## src/rtl/fp_operand_queue.sv

```systemverilog
// fp_operand_queue: circular FIFO of single-precision operand pairs feeding the
// FPU multiplier wrapper. Each entry carries a sequence tag and a flag marking
// operands with a zero/denormal or inf/NaN exponent.
//
// Handshake: a transfer happens on a rising edge where valid and ready are both
// high. in_ready and out_valid come from registered pointers only, so neither
// depends combinationally on in_valid or out_ready.
module fp_operand_queue #(
   parameter int DEPTH = 8,
   parameter int TAG_W = 8
) (
   input  logic                     clk,
   input  logic                     rst,
   input  logic                     flush,
   input  logic [31:0]              in_A,
   input  logic [31:0]              in_B,
   input  logic                     in_valid,
   output logic                     in_ready,
   output logic [31:0]              out_A,
   output logic [31:0]              out_B,
   output logic [TAG_W-1:0]         out_tag,
   output logic                     out_special,
   output logic                     out_valid,
   input  logic                     out_ready,
   output logic [$clog2(DEPTH):0]   count
);

   localparam int AW = $clog2(DEPTH);
   localparam int PW = AW + 1;
   localparam logic [PW-1:0]    ONE_P = 1;
   localparam logic [TAG_W-1:0] ONE_T = 1;

   // Pointers carry one extra MSB so full and empty are distinguishable.
   logic [PW-1:0]    wp_q, wp_d;
   logic [PW-1:0]    rp_q, rp_d;
   logic [PW-1:0]    count_q, count_d;
   logic [TAG_W-1:0] tag_q, tag_d;

   logic [31:0]      mem_a   [DEPTH];
   logic [31:0]      mem_b   [DEPTH];
   logic [TAG_W-1:0] mem_tag [DEPTH];
   logic             mem_sp  [DEPTH];

   logic empty, full, push, pop, we, special;

   assign empty = (wp_q == rp_q);
   assign full  = (wp_q[AW] != rp_q[AW]) && (wp_q[AW-1:0] == rp_q[AW-1:0]);

   assign in_ready  = !full;
   assign out_valid = !empty;
   assign count     = count_q;

   // Head is a plain combinational read; it only moves when rp moves.
   assign out_A       = mem_a[rp_q[AW-1:0]];
   assign out_B       = mem_b[rp_q[AW-1:0]];
   assign out_tag     = mem_tag[rp_q[AW-1:0]];
   assign out_special = mem_sp[rp_q[AW-1:0]];

   // Next-state for pointers, tag counter and occupancy; flush wins over push/pop.
   always_comb begin
      push    = in_valid && !full;
      pop     = !empty && out_ready;
      special = (in_A[30:23] == 8'h00) || (in_A[30:23] == 8'hFF) ||
                (in_B[30:23] == 8'h00) || (in_B[30:23] == 8'hFF);
      wp_d    = wp_q;
      rp_d    = rp_q;
      tag_d   = tag_q;
      count_d = count_q;
      we      = 1'b0;
      if (flush) begin
         rp_d    = wp_q;
         count_d = '0;
      end else begin
         if (push) begin
            wp_d  = wp_q + ONE_P;
            tag_d = tag_q + ONE_T;
            we    = 1'b1;
         end
         if (pop) begin
            rp_d = rp_q + ONE_P;
         end
         case ({push, pop})
            2'b10:   count_d = count_q + ONE_P;
            2'b01:   count_d = count_q - ONE_P;
            default: count_d = count_q;
         endcase
      end
   end

   // Control state; asynchronous active-low clear.
   always_ff @(posedge clk or negedge rst) begin
      if (!rst) begin
         wp_q    <= '0;
         rp_q    <= '0;
         count_q <= '0;
         tag_q   <= '0;
      end else begin
         wp_q    <= wp_d;
         rp_q    <= rp_d;
         count_q <= count_d;
         tag_q   <= tag_d;
      end
   end

   // Entry storage; contents are never reset, only pointer-qualified.
   always_ff @(posedge clk) begin
      if (we) begin
         mem_a[wp_q[AW-1:0]]   <= in_A;
         mem_b[wp_q[AW-1:0]]   <= in_B;
         mem_tag[wp_q[AW-1:0]] <= tag_q;
         mem_sp[wp_q[AW-1:0]]  <= special;
      end
   end

endmodule

```

## config.mk

```make
export PLATFORM = sky130hd
export DESIGN_NAME = fp_operand_queue
export DESIGN_NICKNAME = d
export VERILOG_FILES = /design/src/rtl/fp_operand_queue.sv
export SDC_FILE = /design/constraint.sdc
export NUM_CORES = 1
export LEC_CHECK = 0
export CAP_MARGIN = 20
export CORE_ASPECT_RATIO = 1.2
export CORE_UTILIZATION = 34
export DETAILED_ROUTE_END_ITERATION = 8
export PLACE_DENSITY = 0.62
export SLEW_MARGIN = 0
export SYNTH_ARGS = -nofsm -noshare
export SYNTH_HDL_FRONTEND = slang
export SYNTH_SLANG_ARGS = --single-unit
```

## constraint.sdc

```tcl
create_clock -name clk -period 7.9 [get_ports clk]
set_clock_uncertainty 0.15 [all_clocks]
set_input_delay 1.58 -clock clk [delete_from_list [all_inputs] [get_ports clk]]
set_output_delay 1.58 -clock clk [all_outputs]
set_load 0.01 [all_outputs]
```

Word level (Yosys, flattened, before mapping)
Memory sizes are Yosys's and may differ from the RTL's.
Cells that the tools add are included.
Operators by class
  add/sub/neg operators: 5
  equal/unequal tests: 7
  multiplexer cells: 8
  bitwise operators: 1
  reduce and logical (&&, ||, !) cells: 13
Operators by type and width (number)
  equality test 8 bit (second input constant): 2
  zero test 8 bit: 2
  adder 4 x 1 -> 4 bit (second input constant): 3
  two-way mux 4 bit: 3
  adder 8 x 1 -> 8 bit (second input constant): 1
  one-hot mux 4 bit (2 select lines): 1
  equality test 4 bit: 1
  two-way mux 1 bit: 4
  subtractor 4 x 1 -> 4 bit (second input constant): 1
  equality test 3 bit: 1
  logical AND 1 bit: 3
  logical OR 1 bit: 3
  nonzero test 3 bit: 1
  equality test 2 x 1 -> 1 bit (second input constant): 1
  equality test 2 bit (second input constant): 1
  zero test 1 bit: 2
  AND reduction 2 bit: 1
  nonzero test 2 bit: 1
  != test 1 bit: 1
  NOT 1 bit: 1
Word-level totals
  flip-flop bits (word level): 20
  memory bits (writable): 584
  input bits: 69
  output and inout bits: 79
  word-level logic and storage cells: 42
  memories: 4
Memory list
  mem_a: words 8, width 32, read ports 1, clocked after memory_dff 0, wr ports 1, line 39  | logic [31:0] mem_a [DEPTH];
  mem_b: words 8, width 32, read ports 1, clocked after memory_dff 0, wr ports 1, line 40  | logic [31:0] mem_b [DEPTH];
  mem_tag: words 8, width 8, read ports 1, clocked after memory_dff 0, wr ports 1, line 41  | logic [TAG_W-1:0] mem_tag [DEPTH];
  mem_sp: words 8, width 1, read ports 1, clocked after memory_dff 0, wr ports 1, line 42  | logic mem_sp [DEPTH];

Longest topological paths before layout
  depth in word-level cells: 8
  gate-level depth with buffers: 10
  gate-level depth less buffers: 9

Worst setup path after synthesis
No wires, ideal clock.
  path type: input-to-reg
  start point: input flush
  end point: memory mem_a[0][0], enable pin
  library setup time: 0.594 ns
  arrival: 7.175 ns
  setup slack: -0.019 ns
  cell stages on the path: 5
  cells stage by stage: nand2b_1 -> a41oi_1 -> buf_2 -> nand2b_1 -> nor3_1
On the way
  word-level cells in the longest chain between the ends: 3
Ends and longest elaborated chain
  start, declared: line 14  | input logic flush,
  two-way mux 1 bit: line 70  | if (flush) begin
  two-way mux 1 bit: line 107  | if (we) begin
  two-way mux 1 bit (implied by the code): line 108  | mem_a[wp_q[AW-1:0]] <= in_A;
  end, declared: line 39
No other way between the ends.

Worst setup path in the final report
  start point: register rp_q[0]
  end point: output out_special
On the way
  word-level cells in the longest chain between the ends: 1
Ends and longest elaborated chain
  start, declared: line 35  | logic [PW-1:0] rp_q, rp_d;
  start signal, assigned: line 99  | rp_q <= rp_d;
  memory read (8 x 1 bit)
  end, declared: line 22  | output logic out_special,
No other way between the ends.

==> key figures <==
Run status
  – Status: completed

Die
  – Die H: 288 um
  – I/O pins: 148
  – Std-Cell Rows: 104
  – Starting Density: 34.4%
  – Full die area: 69,000 um2
  – Die X: 240 um
  – Core area: 67,100 um2

Yosys
  – Gate count after technology mapping: 969
  – Synth warn: 0
  – Post-synth EDFFs: 584
  – Prevailing post-synth register cell: edfxtp_1
  – Syn Nets: 1,044
  – Seq/Total Area, Yosys: 78.1%
  – Area of the mapped netlist: 23,100 um2
  – Ys async rst share: 3.31%
  – Mean post-synth cell area: 23.8 um2
  – Number of synthesized register bits: 604
  – Distinct cell type count after synthesis: 40

Drt
  – Initial drt markers: 725
  – Routed Antenna Nets: 0
  – Vias per inst: 4.89
  – Via count: 10,236
  – DRC Markers: 0
  – Wire length per cell: 23.0 um
  – Final wirelength: 48.1 mm
  – 1st-pass router iterations: 5

Final layout
  – Final net count: 1,218
  – Post-layout util: 41.4%
  – Fillers: 5,841
  – Area delta synth->final: 20.3%
  – Area of the multi-input gates: 4910 um2
  – # diodes: 0
  – Sequential Area: 18,000 um2
  – Layout cells sized above 1: 28.9%
  – Non-filler instance count after layout: 2,093

Critical path
  – Setup CP Type: flop to primary output
  – Crit path DAT: 3610 ps
  – Setup crit end kind: primary output
  – Required time worst endpoint: 6170 ps
  – Crit start category: flop
  – Worst-path fanout max: 48

Place
  – # port buffers: 147
  – Final HPWL from detailed placement: 27.3 mm
  – Gpl congestion: 0.694
  – Inst Count DP: 1,984

Pwr
  – Flop pwr share: 41.7%
  – P_sw: 2800 uW
  – Pwr Density: 357 nW/um2
  – Leakage power: 0.00865 uW
  – Sw Share: 28.2%
  – Pwr Total: 9930 uW
  – VDD IR max: 0.000181 V
  – Internal power: 7130 uW
  – Clock power share: 29.0%
  – Power share of the combinational group: 29.3%

Timing
  – Final setup violating endpoints: 0
  – Hold Fails Final Rpt: 0
  – Worst Max-Slew Pin Slew: 1060 ps
  – Slew Limit Fails: 0
  – RSZ-0062 raised after global routing: false
  – Total negative slack: 0 ps
  – FMAX: 0.187 GHz
  – Final Cycle Share: 67.5%
  – Period minus WS final: 5340 ps
  – Normalized max-slew margin: 29.3%

Clock tree
  – # Post-CTS Setup Buffers: 0
  – Hold Buf Count CTS: 0
  – Num CTS Buffers: 58
  – Clk buf depth: 3
  – Reg clk slew, reported paths: 60 ps
  – Latest clock arrival within the worst-skew pair: 620 ps
  – TritonCTS clock tree: built
  – Clock sinks: 604
  – Post_cts resized: 0
  – CTS H-tree lvls: 2
  – Root buffer cell: clkbuf_16

Hold path
  – Hold Crit Class: flop to flop

Global routing
  – Number of global-route vias before repair: 11,143
  – Largest net degree at the start of global routing: 101
  – First-pass GRT wire length: 72.3 mm
  – Total grt overflow: 0
  – Initial antenna violation count: 3
  – GRT Resource Usage Total: 14.1%

Run
  – Max cap viols: 0
-- Yosys cell counts (5+ instances only) --
master,count,area [um2]
xnor2_1,9,78.8
mux2_2,76,856
dfrtp_1,20,500
clkbuf_1,19,71.3
mux4_2,146,3290
buf_1,10,37.5
nand4_1,7,43.8
buf_2,17,85.1
xor2_1,12,105
nand2_1,8,30.0
nor2_1,13,48.8
edfxtp_1,584,17500
ha_1,5,62.6
-- critical path, cell delays in order, from the launching register on --
cell	delay, ps
dfrtp_4	1050
buf_12	450
mux4_2	560
mux2_2	280
clkdlybuf4s50_1	580
-- path summary, 6_finish.rpt --
| kind | slack, ps | endpoint | start | cells past startpoint |
|---|---|---|---|---|
| hold / removal | 370 | wp_q[3]$_DFFE_PN0P_ | wp_q[3]$_DFFE_PN0P_ | 1 |
| hold reg to reg | 370 | wp_q[3]$_DFFE_PN0P_ | wp_q[3]$_DFFE_PN0P_ | 1 |
| max in group asynchronous | 5510 | rp_q[0]$_DFFE_PN0P_ | rst | 1 |
| min in group asynchronous | 1350 | tag_q[0]$_DFFE_PN0P_ | rst | 1 |
| setup reg to reg | 3470 | mem_a[0][2]$_DFFE_PP_ | rp_q[0]$_DFFE_PN0P_ | 7 |
| setup / recovery | 2560 | out_special | rp_q[0]$_DFFE_PN0P_ | 4 |
-- power groups by stage --
stage	logic (uW)	registers, uW	clock network (uW)
2_1_floorplan	1890	4010	0
3_3_place_gp	2980	4210	0
3_5_place_dp	2980	4230	0
4_1_cts	3000	4160	2950
5_1_grt	3120	4200	3070
6_report	2910	4140	2880
-- placed cells by master (no fill, tap or decap), drive strengths merged, types with 13 or more instances in the layout --
master | synthesis | routed
clkdlybuf4s50 | 0 | 147
buf | 29 | 15
clkbuf | 19 | 63
nor2 | 13 | 13
mux4 | 146 | 146
clkinv | 0 | 30
xor2 | 13 | 13
edfxtp | 584 | 584
mux2 | 77 | 77
dfrtp | 20 | 20
-- kinds of logic (layout without fill, tap and decap cells) --
logic type	count (synthesis)	count (layout)	synth area share, %
flops	604	604	78.1
buf+inv	49	272	0.937
compound gates	14	14	0.531
fa+ha+maj	6	6	0.357
simple gates	48	48	1.09
xor+xnor	22	22	0.867
mux	226	226	18.1
-- routing by layer --
| metal | vias to the layer above | part of all wire [%] | wire [um] | global-route usage [%] |
|---|---|---|---|---|
| met2 | 210 | 52 | 24900 | 24.6 |
| li1 | 4460 | - | - | - |
| met5 | - | 0.050 | 24 | 0 |
| met1 | 5493 | 42 | 20300 | 18.1 |
| met4 | 4 | 1.9 | 919 | 3.57 |
| met3 | 69 | 4.2 | 2030 | 2.65 |
-- area by class of cell --
type,instances,area share (%)
multi-input cells,316,17.7
clock inverters,46,1.86
flip-flops and latches,604,64.9
well taps,901,4.06
repair buffers,162,6.10
clock buffers,63,5.37
inverters,1,0.0135
-- stage by stage --
stage / cell area [um2] / hold slack (ps) / setup slack (ps)
after floorplan: 23100 / 325 / 1890
after global placement: 25800 / 356 / 2700
after detailed placement: 25800 / 360 / 2720
after CTS: 27800 / 373 / 2380
after global routing: 27800 / 414 / 2280
final: 27800 / 367 / 2560
-- flip-flops by register name (all words and copies together), names as in the netlist --
| signal | flops |
|---|---|
| mem_a | 256 |
| mem_b | 256 |
| mem_tag | 64 |
| mem_sp | 8 |
| tag_q | 8 |
| count | 4 |
| rp_q | 4 |
| wp_q | 4 |
Power figures use the tool's default switching activity.
